<file path="src/rtl/riscv_pkg.sv">
// riscv_pkg: RV32I opcodes and decode-stage types.
// Shared by alu_decode_stage and imm_gen.
package riscv_pkg;

  localparam logic [6:0] OPC_OP     = 7'b0110011;
  localparam logic [6:0] OPC_OP_IMM = 7'b0010011;
  localparam logic [6:0] OPC_LUI    = 7'b0110111;
  localparam logic [6:0] OPC_AUIPC  = 7'b0010111;
  localparam logic [6:0] OPC_JAL    = 7'b1101111;
  localparam logic [6:0] OPC_JALR   = 7'b1100111;
  localparam logic [6:0] OPC_LOAD   = 7'b0000011;
  localparam logic [6:0] OPC_STORE  = 7'b0100011;
  localparam logic [6:0] OPC_BRANCH = 7'b1100011;
  localparam logic [6:0] OPC_FENCE  = 7'b0001111;

  localparam logic [6:0] F7_ZERO = 7'b0000000;
  localparam logic [6:0] F7_ALT  = 7'b0100000;

  typedef enum logic [2:0] {
    ALU_ADD  = 3'b000,
    ALU_SLL  = 3'b001,
    ALU_SLT  = 3'b010,
    ALU_SLTU = 3'b011,
    ALU_XOR  = 3'b100,
    ALU_SR   = 3'b101,
    ALU_OR   = 3'b110,
    ALU_AND  = 3'b111
  } alu_op_t;

  typedef enum logic [1:0] {
    A_RS1  = 2'd0,
    A_PC   = 2'd1,
    A_ZERO = 2'd2
  } a_sel_t;

  typedef enum logic [1:0] {
    B_RS2  = 2'd0,
    B_IMM  = 2'd1,
    B_FOUR = 2'd2
  } b_sel_t;

  typedef enum logic [1:0] {
    BR_NONE = 2'd0,
    BR_ZERO = 2'd1,
    BR_RES0 = 2'd2
  } br_kind_t;

  typedef enum logic [2:0] {
    IMM_I  = 3'd0,
    IMM_S  = 3'd1,
    IMM_B  = 3'd2,
    IMM_U  = 3'd3,
    IMM_J  = 3'd4,
    IMM_SH = 3'd5
  } imm_sel_t;

  typedef struct packed {
    alu_op_t    alu_op;
    logic       alu_sign;
    logic       b_negate;
    logic       b_add_one;
    a_sel_t     a_sel;
    b_sel_t     b_sel;
    logic [4:0] rs1;
    logic [4:0] rs2;
    logic [4:0] rd;
    logic       reg_we;
    logic       mem_read;
    logic       mem_write;
    logic [2:0] funct3;
    br_kind_t   br_kind;
    logic       br_invert;
    logic       jump;
  } dec_t;

endpackage

</file>
<file path="src/rtl/alu_decode_stage_imm_gen.sv">
// imm_gen: RV32I immediate extraction (I/S/B/U/J and shamt),
// sign-extended to WIDTH.
module imm_gen
  import riscv_pkg::*;
#(
  parameter int WIDTH = 32
) (
  input  logic [31:7]      i_instr,
  input  imm_sel_t         i_sel,
  output logic [WIDTH-1:0] o_imm
);

  logic signed [31:0] w_raw;

  // pick the immediate layout for the current format
  always_comb begin
    w_raw = '0;
    unique case (i_sel)
      IMM_I:  w_raw = {{20{i_instr[31]}},
                       i_instr[31:20]};
      IMM_S:  w_raw = {{20{i_instr[31]}},
                       i_instr[31:25], i_instr[11:7]};
      IMM_B:  w_raw = {{19{i_instr[31]}},
                       i_instr[31], i_instr[7],
                       i_instr[30:25], i_instr[11:8],
                       1'b0};
      IMM_U:  w_raw = {i_instr[31:12], 12'b0};
      IMM_J:  w_raw = {{11{i_instr[31]}},
                       i_instr[31], i_instr[19:12],
                       i_instr[20], i_instr[30:21],
                       1'b0};
      IMM_SH: w_raw = {27'b0, i_instr[24:20]};
      default: w_raw = '0;
    endcase
  end

  assign o_imm = WIDTH'(w_raw);

endmodule

</file>
<file path="src/rtl/alu_decode_stage.sv">
// alu_decode_stage: registered RV32I decode producing ALU controls.
// Define ILLEGAL_INSTR_TRAP_EN to add the out_illegal flag.
module alu_decode_stage
  import riscv_pkg::*;
#(
  parameter int WIDTH = 32
) (
  input  logic             clk,
  input  logic             rst_n,
  input  logic             in_valid,
  output logic             in_ready,
  input  logic [31:0]      in_instr,
  input  logic [WIDTH-1:0] in_pc,
  input  logic             flush,
  output logic             out_valid,
  input  logic             out_ready,
  output logic [WIDTH-1:0] out_pc,
  output logic [2:0]       out_alu_op,
  output logic             out_alu_sign,
  output logic             out_alu_b_negate,
  output logic             out_alu_b_add_one,
  output logic [1:0]       out_a_sel,
  output logic [1:0]       out_b_sel,
  output logic [WIDTH-1:0] out_imm,
  output logic [4:0]       out_rs1,
  output logic [4:0]       out_rs2,
  output logic [4:0]       out_rd,
  output logic             out_reg_we,
  output logic             out_mem_read,
  output logic             out_mem_write,
  output logic [2:0]       out_funct3,
  output logic [1:0]       out_br_kind,
  output logic             out_br_invert,
  output logic             out_jump
`ifdef ILLEGAL_INSTR_TRAP_EN
  ,
  output logic             out_illegal
`endif
);

  logic [6:0]       w_opc;
  logic [2:0]       w_f3;
  logic [6:0]       w_f7;
  logic             w_xfer;
  logic             w_bad;
  imm_sel_t         w_isel;
  dec_t             w_dec;
  logic [WIDTH-1:0] w_imm;

  logic             r_valid;
  dec_t             r_dec;
  logic [WIDTH-1:0] r_pc;
  logic [WIDTH-1:0] r_imm;

  assign w_opc = in_instr[6:0];
  assign w_f3  = in_instr[14:12];
  assign w_f7  = in_instr[31:25];

  assign in_ready = !flush && (!r_valid || out_ready);
  assign w_xfer   = in_valid && in_ready;

  imm_gen #(.WIDTH(WIDTH)) u_imm (
    .i_instr (in_instr[31:7]),
    .i_sel   (w_isel),
    .o_imm   (w_imm)
  );

  // opcode decode; anything unrecognised collapses to a NOP
  always_comb begin
    w_dec  = '0;
    w_isel = IMM_I;
    w_bad  = 1'b0;
    unique case (1'b1)
      (w_opc == OPC_OP): begin
        w_dec.alu_op = alu_op_t'(w_f3);
        w_dec.reg_we = 1'b1;
        if (w_f7 == F7_ALT && w_f3 == 3'b000) begin
          w_dec.b_negate  = 1'b1;
          w_dec.b_add_one = 1'b1;
        end else if (w_f7 == F7_ALT && w_f3 == 3'b101) begin
          w_dec.alu_sign = 1'b1;
        end else if (w_f7 != F7_ZERO) begin
          w_bad = 1'b1;
        end
      end
      (w_opc == OPC_OP_IMM): begin
        w_dec.alu_op = alu_op_t'(w_f3);
        w_dec.b_sel  = B_IMM;
        w_dec.reg_we = 1'b1;
        if (w_f3 == 3'b001 || w_f3 == 3'b101) begin
          w_isel = IMM_SH;
          if (w_f7 == F7_ALT && w_f3 == 3'b101)
            w_dec.alu_sign = 1'b1;
          else if (w_f7 != F7_ZERO)
            w_bad = 1'b1;
        end
      end
      (w_opc == OPC_LUI): begin
        w_isel       = IMM_U;
        w_dec.a_sel  = A_ZERO;
        w_dec.b_sel  = B_IMM;
        w_dec.reg_we = 1'b1;
      end
      (w_opc == OPC_AUIPC): begin
        w_isel       = IMM_U;
        w_dec.a_sel  = A_PC;
        w_dec.b_sel  = B_IMM;
        w_dec.reg_we = 1'b1;
      end
      (w_opc == OPC_JAL),
      (w_opc == OPC_JALR): begin
        w_isel       = w_opc[3] ? IMM_J : IMM_I;
        w_dec.a_sel  = A_PC;
        w_dec.b_sel  = B_FOUR;
        w_dec.jump   = 1'b1;
        w_dec.reg_we = 1'b1;
      end
      (w_opc == OPC_LOAD): begin
        w_dec.b_sel    = B_IMM;
        w_dec.mem_read = 1'b1;
        w_dec.reg_we   = 1'b1;
        w_bad = (w_f3 == 3'b011) || (w_f3[2:1] == 2'b11);
      end
      (w_opc == OPC_STORE): begin
        w_isel          = IMM_S;
        w_dec.b_sel     = B_IMM;
        w_dec.mem_write = 1'b1;
        w_bad = w_f3[2] || (w_f3 == 3'b011);
      end
      (w_opc == OPC_BRANCH): begin
        w_isel          = IMM_B;
        w_dec.br_invert = w_f3[0];
        case (w_f3[2:1])
          2'b00: begin
            w_dec.b_negate  = 1'b1;
            w_dec.b_add_one = 1'b1;
            w_dec.br_kind   = BR_ZERO;
          end
          2'b10: begin
            w_dec.alu_op  = ALU_SLT;
            w_dec.br_kind = BR_RES0;
          end
          2'b11: begin
            w_dec.alu_op  = ALU_SLTU;
            w_dec.br_kind = BR_RES0;
          end
          default: w_bad = 1'b1;
        endcase
      end
      (w_opc == OPC_FENCE): begin
        w_dec = '0;
      end
      default: w_bad = 1'b1;
    endcase
    if (w_bad)
      w_dec = '0;
    w_dec.rs1    = in_instr[19:15];
    w_dec.rs2    = in_instr[24:20];
    w_dec.rd     = in_instr[11:7];
    w_dec.funct3 = w_f3;
    w_dec.reg_we = w_dec.reg_we && (in_instr[11:7] != 5'd0);
  end

  // output pipeline register and its valid bit
  always_ff @(posedge clk or negedge rst_n) begin
    if (!rst_n) begin
      r_valid <= 1'b0;
      r_dec   <= '0;
      r_pc    <= '0;
      r_imm   <= '0;
    end else begin
      if (flush)
        r_valid <= 1'b0;
      else if (w_xfer)
        r_valid <= 1'b1;
      else if (out_ready)
        r_valid <= 1'b0;
      if (w_xfer) begin
        r_dec <= w_dec;
        r_pc  <= in_pc;
        r_imm <= w_imm;
      end
    end
  end

`ifdef ILLEGAL_INSTR_TRAP_EN
  logic r_illegal;

  // illegal flag travels with the NOP entry it marks
  always_ff @(posedge clk or negedge rst_n) begin
    if (!rst_n)
      r_illegal <= 1'b0;
    else if (w_xfer)
      r_illegal <= w_bad;
  end

  assign out_illegal = r_illegal;
`endif

  assign out_valid         = r_valid;
  assign out_pc            = r_pc;
  assign out_imm           = r_imm;
  assign out_alu_op        = r_dec.alu_op;
  assign out_alu_sign      = r_dec.alu_sign;
  assign out_alu_b_negate  = r_dec.b_negate;
  assign out_alu_b_add_one = r_dec.b_add_one;
  assign out_a_sel         = r_dec.a_sel;
  assign out_b_sel         = r_dec.b_sel;
  assign out_rs1           = r_dec.rs1;
  assign out_rs2           = r_dec.rs2;
  assign out_rd            = r_dec.rd;
  assign out_reg_we        = r_dec.reg_we;
  assign out_mem_read      = r_dec.mem_read;
  assign out_mem_write     = r_dec.mem_write;
  assign out_funct3        = r_dec.funct3;
  assign out_br_kind       = r_dec.br_kind;
  assign out_br_invert     = r_dec.br_invert;
  assign out_jump          = r_dec.jump;

endmodule
</file>
<file path="config.mk">
export PLATFORM = sky130hd
export DESIGN_NAME = alu_decode_stage
export DESIGN_NICKNAME = d
export VERILOG_FILES = /design/src/rtl/riscv_pkg.sv /design/src/rtl/alu_decode_stage_imm_gen.sv /design/src/rtl/alu_decode_stage.sv
export SDC_FILE = /design/constraint.sdc
export NUM_CORES = 1
export LEC_CHECK = 0
export ABC_AREA = 1
export CORE_UTILIZATION = 44
export CTS_CLUSTER_DIAMETER = 120
export CTS_CLUSTER_SIZE = 12
export DETAILED_ROUTE_END_ITERATION = 7
export PLACE_DENSITY = 0.91
export SLEW_MARGIN = 20
export SYNTH_ARGS = -nofsm -noshare
export SYNTH_HDL_FRONTEND = slang
export SYNTH_SLANG_ARGS = --single-unit
</file>
<file path="constraint.sdc">
create_clock -name clk -period 1.45 [get_ports clk]
set_clock_uncertainty 0.05 [all_clocks]
set_input_delay 0.2175 -clock clk [delete_from_list [all_inputs] [get_ports clk]]
set_output_delay 0.2175 -clock clk [all_outputs]
set_load 0.02 [all_outputs]
</file>
# --- Word level (Yosys, flattened, before mapping) ---
# Cells that the tools add are included.
word_totals:
  word_cells: 97
  in_bits: 69
  ff_bits: 100
classes:
  muxes: 31
  reduce_logical: 26
  n_eq_ne: 21
op_table:
  columns: ["op", "n"]
  rows:
  - ["$pmux W32 S6", 1]
  - ["$mux W35", 1]
  - ["$eq A7 B6 Y1 const B", 4]
  - ["$eq A7 B7 Y1 const B", 3]
  - ["$pmux W2 S2", 5]
  - ["$mux W1", 15]
  - ["$pmux W3 S5", 1]
  - ["$eq A7 B5 Y1 const B", 2]
  - ["$reduce_or A5 Y1", 2]
  - ["$eq A3 B2 Y1 const B", 3]
  - ["$eq A3 B3 Y1 const B", 3]
  - ["$mux W3", 3]
  - ["$reduce_or A2 Y1", 4]
  - ["$eq A7 B2 Y1 const B", 1]
  - ["$eq A7 B4 Y1 const B", 1]
  - ["$reduce_bool A7 Y1", 1]
  - ["$reduce_or A7 Y1", 1]
  - ["$eq A3 B1 Y1 const B", 2]
  - ["$logic_not A3 Y1", 2]
  - ["$pmux W1 S6", 1]
  - ["$pmux W3 S2", 1]
  - ["$reduce_or A3 Y1", 2]
  - ["$logic_and A1 B1 Y1", 5]
  - ["$reduce_bool A5 Y1", 1]
  - ["other kinds (7)", 13]

# --- Logic depth before layout (Yosys ltp) ---
# Gate-level depths: netlist of run 1.
logic_depth:
  ltp_word: 7
  depth_mapped: 11

# --- Cells and area by module ---
# From an unflattened synthesis of run 1, not the netlist that was laid out.
hier_totals:
  cells_unflattened: 592
  area_unflattened_um2: 4511.8
modules_own_cells:
  columns: ["module", "seq_area_each_um2", "cells_per_inst", "area_each_um2", "n_inst"]
  rows:
  - ["alu_decode_stage", 2452.4, 500, 4095.2, 1]
  - ["imm_gen", 0.0, 92, 416.6, 1]

# --- Worst setup path after synthesis of run 1 ---
# Ideal clock, no wire load.
synth_timing:
  path_type: "register to register"
  from: "register r_valid, in the netlist out_valid"
  to: "register r_dec (netlist bit out_br_invert)"
  setup_time_ns: 0.074
  setup_slack_ns: -0.359
  period_less_slack_ns: 1.809
  path_stages_with_launch: 9
  arrival_ns: 1.685
  cell_sequence: "dfrtp_1 -> nand2_1 -> inv_1 -> nor2_1 -> nand2_1 -> inv_2 -> clkbuf_1 -> nand3_1 -> o21ai_2"
synth_via:
  elab_chain_len: 4
synth_lines:
  columns: ["element", "line_no", "text"]
  rows:
  - ["start: declaration", "alu_decode_stage.sv:50", "logic r_valid;"]
  - ["start signal: assignment", "alu_decode_stage.sv:167", "r_valid <= 1'b0;"]
  - ["start signal: assignment", "alu_decode_stage.sv:173", "r_valid <= 1'b0;"]
  - ["start signal: assignment", "alu_decode_stage.sv:175", "r_valid <= 1'b1;"]
  - ["$logic_not A1 Y1", "alu_decode_stage.sv:59", "assign in_ready = !flush && (!r_valid || out_ready);"]
  - ["$logic_or A1 B1 Y1", "alu_decode_stage.sv:59", null]
  - ["$logic_and A1 B1 Y1", "alu_decode_stage.sv:59", null]
  - ["net in_ready", "alu_decode_stage.sv:11", "output logic in_ready,"]
  - ["$logic_and A1 B1 Y1", "alu_decode_stage.sv:60", "assign w_xfer = in_valid && in_ready;"]
  - ["end signal: assignment", "alu_decode_stage.sv:179", "r_dec <= w_dec;"]
  - ["end: declaration", "alu_decode_stage.sv:51", "dec_t r_dec;"]
# The timed path passes the listed nets, and every way through them passes these cells.
# A chain may end at the register's enable or synchronous reset.

# --- Final worst setup path of run 1 ---
layout_timing:
  from: "register r_valid, in the netlist out_valid"
  to: "register r_dec (netlist bit out_alu_op[1])"
layout_via:
  elab_chain_len: 4
layout_lines:
  columns: ["element", "line_no"]
  rows:
  - ["$logic_not A1 Y1", "alu_decode_stage.sv:59"]
  - ["$logic_or A1 B1 Y1", "alu_decode_stage.sv:59"]
  - ["$logic_and A1 B1 Y1", "alu_decode_stage.sv:59"]
  - ["$logic_and A1 B1 Y1", "alu_decode_stage.sv:60"]
# Every way passes these cells.

==> results of run 1 <==
-- logic make-up (layout without fill, tap and decap cells) --
| kind of cell | after synthesis | after routing | share of synthesized area (%) |
|---|---|---|---|
| simple gates | 332 | 334 | 31.4 |
| flops | 98 | 98 | 55.5 |
| buf+inv | 57 | 281 | 5.64 |
| compound gates | 50 | 50 | 7.20 |
| mux | 1 | 1 | 0.255 |
-- synth_stat cells, drive strengths merged --
master,instances
and2,1
buf,14
clkbuf,12
dfrtp,98
inv,31
mux2,1
nand2,260
nand3,30
nand3b,1
nand4,3
nor2,33
nor3,4
o2111ai,1
o211ai,1
o21ai,36
o22ai,4
o311ai,1
o31ai,7
-- worst paths after layout --
path	cells after the start	to	slack [ns]	startpoint
hold reg to reg	2	out_rs1[0]	0.43	out_rs1[0]
max in group asynchronous	3	out_rs1[1]	0.58	rst_n
hold / removal	2	out_rs2[1]	0.27	rst_n
setup / recovery	11	out_alu_op[1]	-0.004	out_valid
setup reg to reg	11	out_alu_op[1]	-0.004	out_valid
min in group clk	3	out_pc[18]	0.32	in_pc[18]
-- worst register-to-register path: cells and delay by family, from the launching register on --
family | cells | cell delay (ns)
buffers and inverters | 4 | 0.36
DFF | 1 | 0.42
and+or+nand+nor | 7 | 0.57
-- power breakdown --
group	leakage [nW]	switching (mW)	total, mW	internal (mW)
combinational	2.50	1.15	1.99	0.839
sequential	1.24	0.201	3.27	3.07
clock	0.107	0.953	1.85	0.895
-- area by class of cell --
cell class | instances | share of cell area (%)
inverter | 31 | 1.70
multi-input combinational | 385 | 27.6
tap | 133 | 2.33
sequential | 98 | 34.3
clock inverter | 4 | 0.682
timing repair buffer | 234 | 31.2
clock buffer | 12 | 2.17
-- metrics by stage --
step | TNS (ns) | utilization, % | hold WS (ns)
floorplan | -1.03 | - | -0.128
global placement | -31.70 | 68.7 | 0.103
detailed placement | -34.00 | 68.7 | 0.115
CTS | -0.0324 | 71.3 | 0.262
global route | -3.92 | 73.5 | 0.278
finish | -0.00728 | 73.5 | 0.266
-- timing repair --
| item | CTS | global route |
|---|---|---|
| pin swaps | 10 | 7 |
| gates resized for setup | 148 | 41 |
| hold buffers | 1 | 0 |
| cloned | 3 | 1 |
| setup endpoints to repair | 142 | 77 |
| setup buffers | 5 | 1 |
| hold endpoints to repair | 23 | 0 |
-- flip-flops by register name (all words and copies together) (netlist names), 2 cells and up --
| name | cells |
|---|---|
| out_funct3 | 3 |
| out_pc | 32 |
| out_br_kind | 2 |
| out_alu_op | 3 |
| out_rs2 | 5 |
| out_a_sel | 2 |
| out_imm | 32 |
| out_rs1 | 5 |
| out_rd | 5 |
| out_b_sel | 2 |
-- per-layer routing --
| metal | vias to the layer above | wire length, um | global-route usage, % |
|---|---|---|---|
| li1 | 2133 | - | - |
| met1 | 2159 | 5670 | 34.0 |
| met2 | 179 | 7020 | 46.2 |
| met3 | 20 | 1010 | 6.50 |
| met4 | 0 | 183 | 7.36 |
| met5 | - | 0 | 0 |
==> results.cfg, run 1 <==
[detailed_routing]
first_pass_iters = 4
ant_nets = 0
drt-vias-per-instance = 5.01
wire_per_inst_um = 15.5
drc = 0
totalWireLength_um = 13900
drt_iter0_drc = 198
vias = 4491

[setup_path]
cp-end-kind = flop
crit_path_top_delay_cell = dfrtp_2
critPathLaunchType = flop
path_delay_family = simple AND/OR/NAND/NOR gates
worst-setup-path-type = flop to flop
path_cells = nand2_2, inv_2, nor2_4, buf_6, nand2_8, inv_6, buf_12, nand2_4, nor2_2, nand3_1, nand3_2
crit_required_ns = 1.71
cp_data_arrival_time_ns = 1.71
cp_max_fo = 6
max_stage_delay_ns = 0.42
crit_buf_inv = 4

[clocking]
numCtsBuffers = 9
cts_tree = done
cts.reportedPaths.clkPinSlew_ns = 0.10
cts-root-buf = clkbuf_8
clock_sinks = 98
h-tree-depth = 3
clk_latency_ns = 0.36
clockBufferDepth = 2

[layout]
regArea_um2 = 2450
layout.nets = 828
layout_common_cells = 242 x nand2_1, 107 x dlygate4sd2_1, 97 x dfrtp_1
stdcell_count = 897
final_common_cell = nand2_1
fin_area_um2 = 7150
syn2layout_area_growth_pct = 61.9
n_fill_cell = 761
drive_gt1_share_pct = 20.0
multi_input_area_um2 = 1970
antennaDiodeCount = 0

[worst_hold_path]
hp-class = primary input to async pin

[floorplanning]
die-area_um2 = 10400
num_rows = 36
die_h_um = 102
core_um2 = 9730
floorplan.initialDensity_pct = 45.4
io_pins = 170
die_x_um = 102

[synth]
yosys_register_bits = 98
synth_area_leaders = dfrtp_1 56%, nand2_1 22%, nand3_1 2.9%, inv_1 2.5%, nor2_1 2.4%
yosysUniqueCellTypes = 32
syn_avg_cell_area_um2 = 8.21
syn_inst = 538
ys_warn_count = 0
yosysTopAreaCell = dfrtp_1
ys_seq_area_share_pct = 55.5
netlist_area_um2 = 4420
syn-num-nets = 607
synth_top_area_share_pct = 55.5

[job]
maxCapViolCount = 0

[timing]
fin_crit_ns = 1.45
final_max_slew_viol_count = 0
finalHoldViolCount = 0
rsz0062_at_grt = true
slew_headroom_pct = 73.9
worst_pin_slew_ns = 0.392
setup_ws_ns = -0.00368
max_freq_mhz = 688
finalCritPeriodShare_pct = 100
setup_violations = 3

[placement]
place_inst = 871
detailed_place_hpwl_um = 9880
place_congestion = 0.822
numPortBuffers = 169
dp_slack_ns = -0.564
placed_area_um2 = 6680

[power_and_ir_drop]
power_mw = 7.11
ir_drop_v = 0.000573
powerDensity_nw_per_um2 = 994
leakagePower_nw = 3.84

[grt]
grt_max_degree = 45
grt_first_pass_wirelength_um = 21500
overflow = 0
first_global_vias = 4382
grt_usage_pct = 26.9
antenna_found_initial = 0

[outcome]
status = complete, but fails checks
violations = setup timing
(Power assumes the default switching activity.)
==> run 2: changes to the inputs <==
--- a/config.mk
+++ b/config.mk
@@ -6,6 +6,7 @@
 export NUM_CORES = 1
 export LEC_CHECK = 0
 export ABC_AREA = 1
+export CAP_MARGIN = 20
 export CORE_UTILIZATION = 44
 export CTS_CLUSTER_DIAMETER = 120
 export CTS_CLUSTER_SIZE = 12
==> constraint.sdc (replaced) <==
create_clock -name clk -period 1.5 [get_ports clk]
set_clock_uncertainty 0.05 [all_clocks]
set_input_delay 0.225 -clock clk [delete_from_list [all_inputs] [get_ports clk]]
set_output_delay 0.225 -clock clk [all_outputs]
set_load 0.02 [all_outputs]
==> run 2 against run 1 <==
- the flow now finishes without violations
- setup slack better by 0.059 ns
- highest routed layer unchanged
- first-iteration DRC count shrank 21%
- final cell count down 0.56%
==> results.cfg, run 2 (synthesized netlist as in run 1, its figures left out) <==
[setup_path]
cp-end-kind = flop
cpMostUsedCell = nand2_1
critPathLaunchType = primary input
cp_data_arrival_time_ns = 1.65
worst-setup-path-type = primary input to flop
cp_max_fo = 9
crit_path_top_delay_cell = clkdlybuf4s50_1
max_stage_delay_ns = 0.54
path_cells = clkdlybuf4s50_1, inv_1, nor2_1, nand3_2, nand2_1, inv_1, nand3_4, nand3_1, nand2_1, nand2_1
crit_required_ns = 1.71

[layout]
layout_common_cells = 248 x nand2_1, 103 x dlygate4sd2_1, 97 x dfrtp_1
fin_area_um2 = 6890
layout.nets = 824
drive_gt1_share_pct = 16.5
syn2layout_area_growth_pct = 56.1
n_fill_cell = 757
antennaDiodeCount = 0
final_common_cell = nand2_1
regArea_um2 = 2450
multi_input_area_um2 = 1810

[floorplanning]
num_rows = 36
io_pins = 170
core_um2 = 9730
die_x_um = 102
floorplan.initialDensity_pct = 45.4
die-area_um2 = 10400
die_h_um = 102

[clocking]
clockBufferDepth = 2
h-tree-depth = 3
cts_tree = done
cts.reportedPaths.clkPinSlew_ns = 0.10
cts-root-buf = clkbuf_8
numCtsBuffers = 9
clk_latency_ns = 0.36
clock_sinks = 98

[grt]
antenna_found_initial = 0
grt_usage_pct = 26.6
overflow = 0
first_global_vias = 4353
grt_max_degree = 47
grt_first_pass_wirelength_um = 21100

[placement]
numPortBuffers = 169
placed_area_um2 = 6640
place_congestion = 0.906
detailed_place_hpwl_um = 10300

[power_and_ir_drop]
pwr-share-comb_pct = 26.6
powerDensity_nw_per_um2 = 998
power.net_switching_mw = 2.20
clock_power_share_pct = 27.5
ir_drop_v = 0.000605
power.share.sequential_pct = 45.9
intPower_mw = 4.67
leakagePower_nw = 3.80
p_sw_share_pct = 32.1

[timing]
max_freq_mhz = 692
slew_headroom_pct = 75.1
fin_crit_ns = 1.44
setup_violations = 0
rsz0062_at_grt = true
hold_ws_ns = 0.145
tns_ns = 0
final_max_slew_viol_count = 0
finalHoldViolCount = 0
worst_pin_slew_ns = 0.374
finalCritPeriodShare_pct = 96.3

[job]
maxCapViolCount = 0

[detailed_routing]
drt-vias-per-instance = 5.04
totalWireLength_um = 13400
vias = 4496
wire_per_inst_um = 15.0
ant_nets = 0
first_pass_iters = 5
drt_iter0_drc = 157
drc = 0

[outcome]
status = finished clean

[worst_hold_path]
hp-class = primary input to async pin
run 2: critical path: cells and delay by family:
kind | cells | cell delay (ns)
buffers and inverters | 3 | 0.69
and+or+nand+nor | 7 | 0.74
run 2: power groups by stage:
stage                     Sequential (mW)  Combinational, mW  Clock [mW]
after detailed placement             3.21               2.04           0
after global routing                 3.19               1.97        2.05
after CTS                            3.15               1.81        1.93
final                                3.16               1.83        1.89
after floorplan                      3.60              0.447           0
after global placement               3.20               1.98           0
run 2: area by class of cell:
cell class / count / share of cell area [%]
Clock inverter: 5 / 1.27
Clock buffer: 10 / 1.85
Sequential cell: 98 / 35.6
Tap cell: 133 / 2.41
Inverter: 31 / 1.76
Timing Repair Buffer: 232 / 30.9
Multi-Input combinational cell: 383 / 26.2
run 2: worst paths after layout:
kind,from,endpoint,slack (ns),cells past startpoint
worst max-delay path,in_instr[12],out_imm[19],0.06,10
worst min-delay path,rst_n,out_br_kind[0],0.15,2
worst max register to register,out_valid,out_rs2[1],0.09,8
worst min register to register,out_imm[28],out_imm[28],0.43,2
max in group asynchronous,rst_n,out_pc[9],0.69,3
min in group clk,in_pc[27],out_pc[27],0.33,3
run 2: layer usage:
| layer | GRT usage, % | routed length [um] | part of all wire, % | vias up |
|---|---|---|---|---|
| li1 | - | - | - | 2122 |
| met1 | 32.7 | 5230 | 39 | 2107 |
| met2 | 44.5 | 6700 | 50 | 234 |
| met3 | 6.29 | 1140 | 8.5 | 33 |
| met4 | 12.3 | 322 | 2.4 | 0 |
| met5 | 0 | 0 | 0 | - |
run 2: stage by stage:
stage	util, %	total power, mW	cells	worst slack, ns
4_1_cts	69.7	6.90	890	-0.0122
3_3_place_gp	68.3	5.18	872	-0.514
6_report	70.8	6.88	892	0.0552
3_5_place_dp	68.3	5.25	872	-0.530
2_1_floorplan	-	4.05	538	0.00767
5_1_grt	70.8	7.21	892	-0.0148
run 2: what timing repair did:
item / 4_1_cts / 5_1_grt
gates resized for setup: 119 / 35
pin swaps: 5 / 11
hold buffers: 1 / 0
endpoints found under the setup margin: 149 / 51
buffers inserted: 2 / 2
endpoints found under the hold margin: 98 / 0
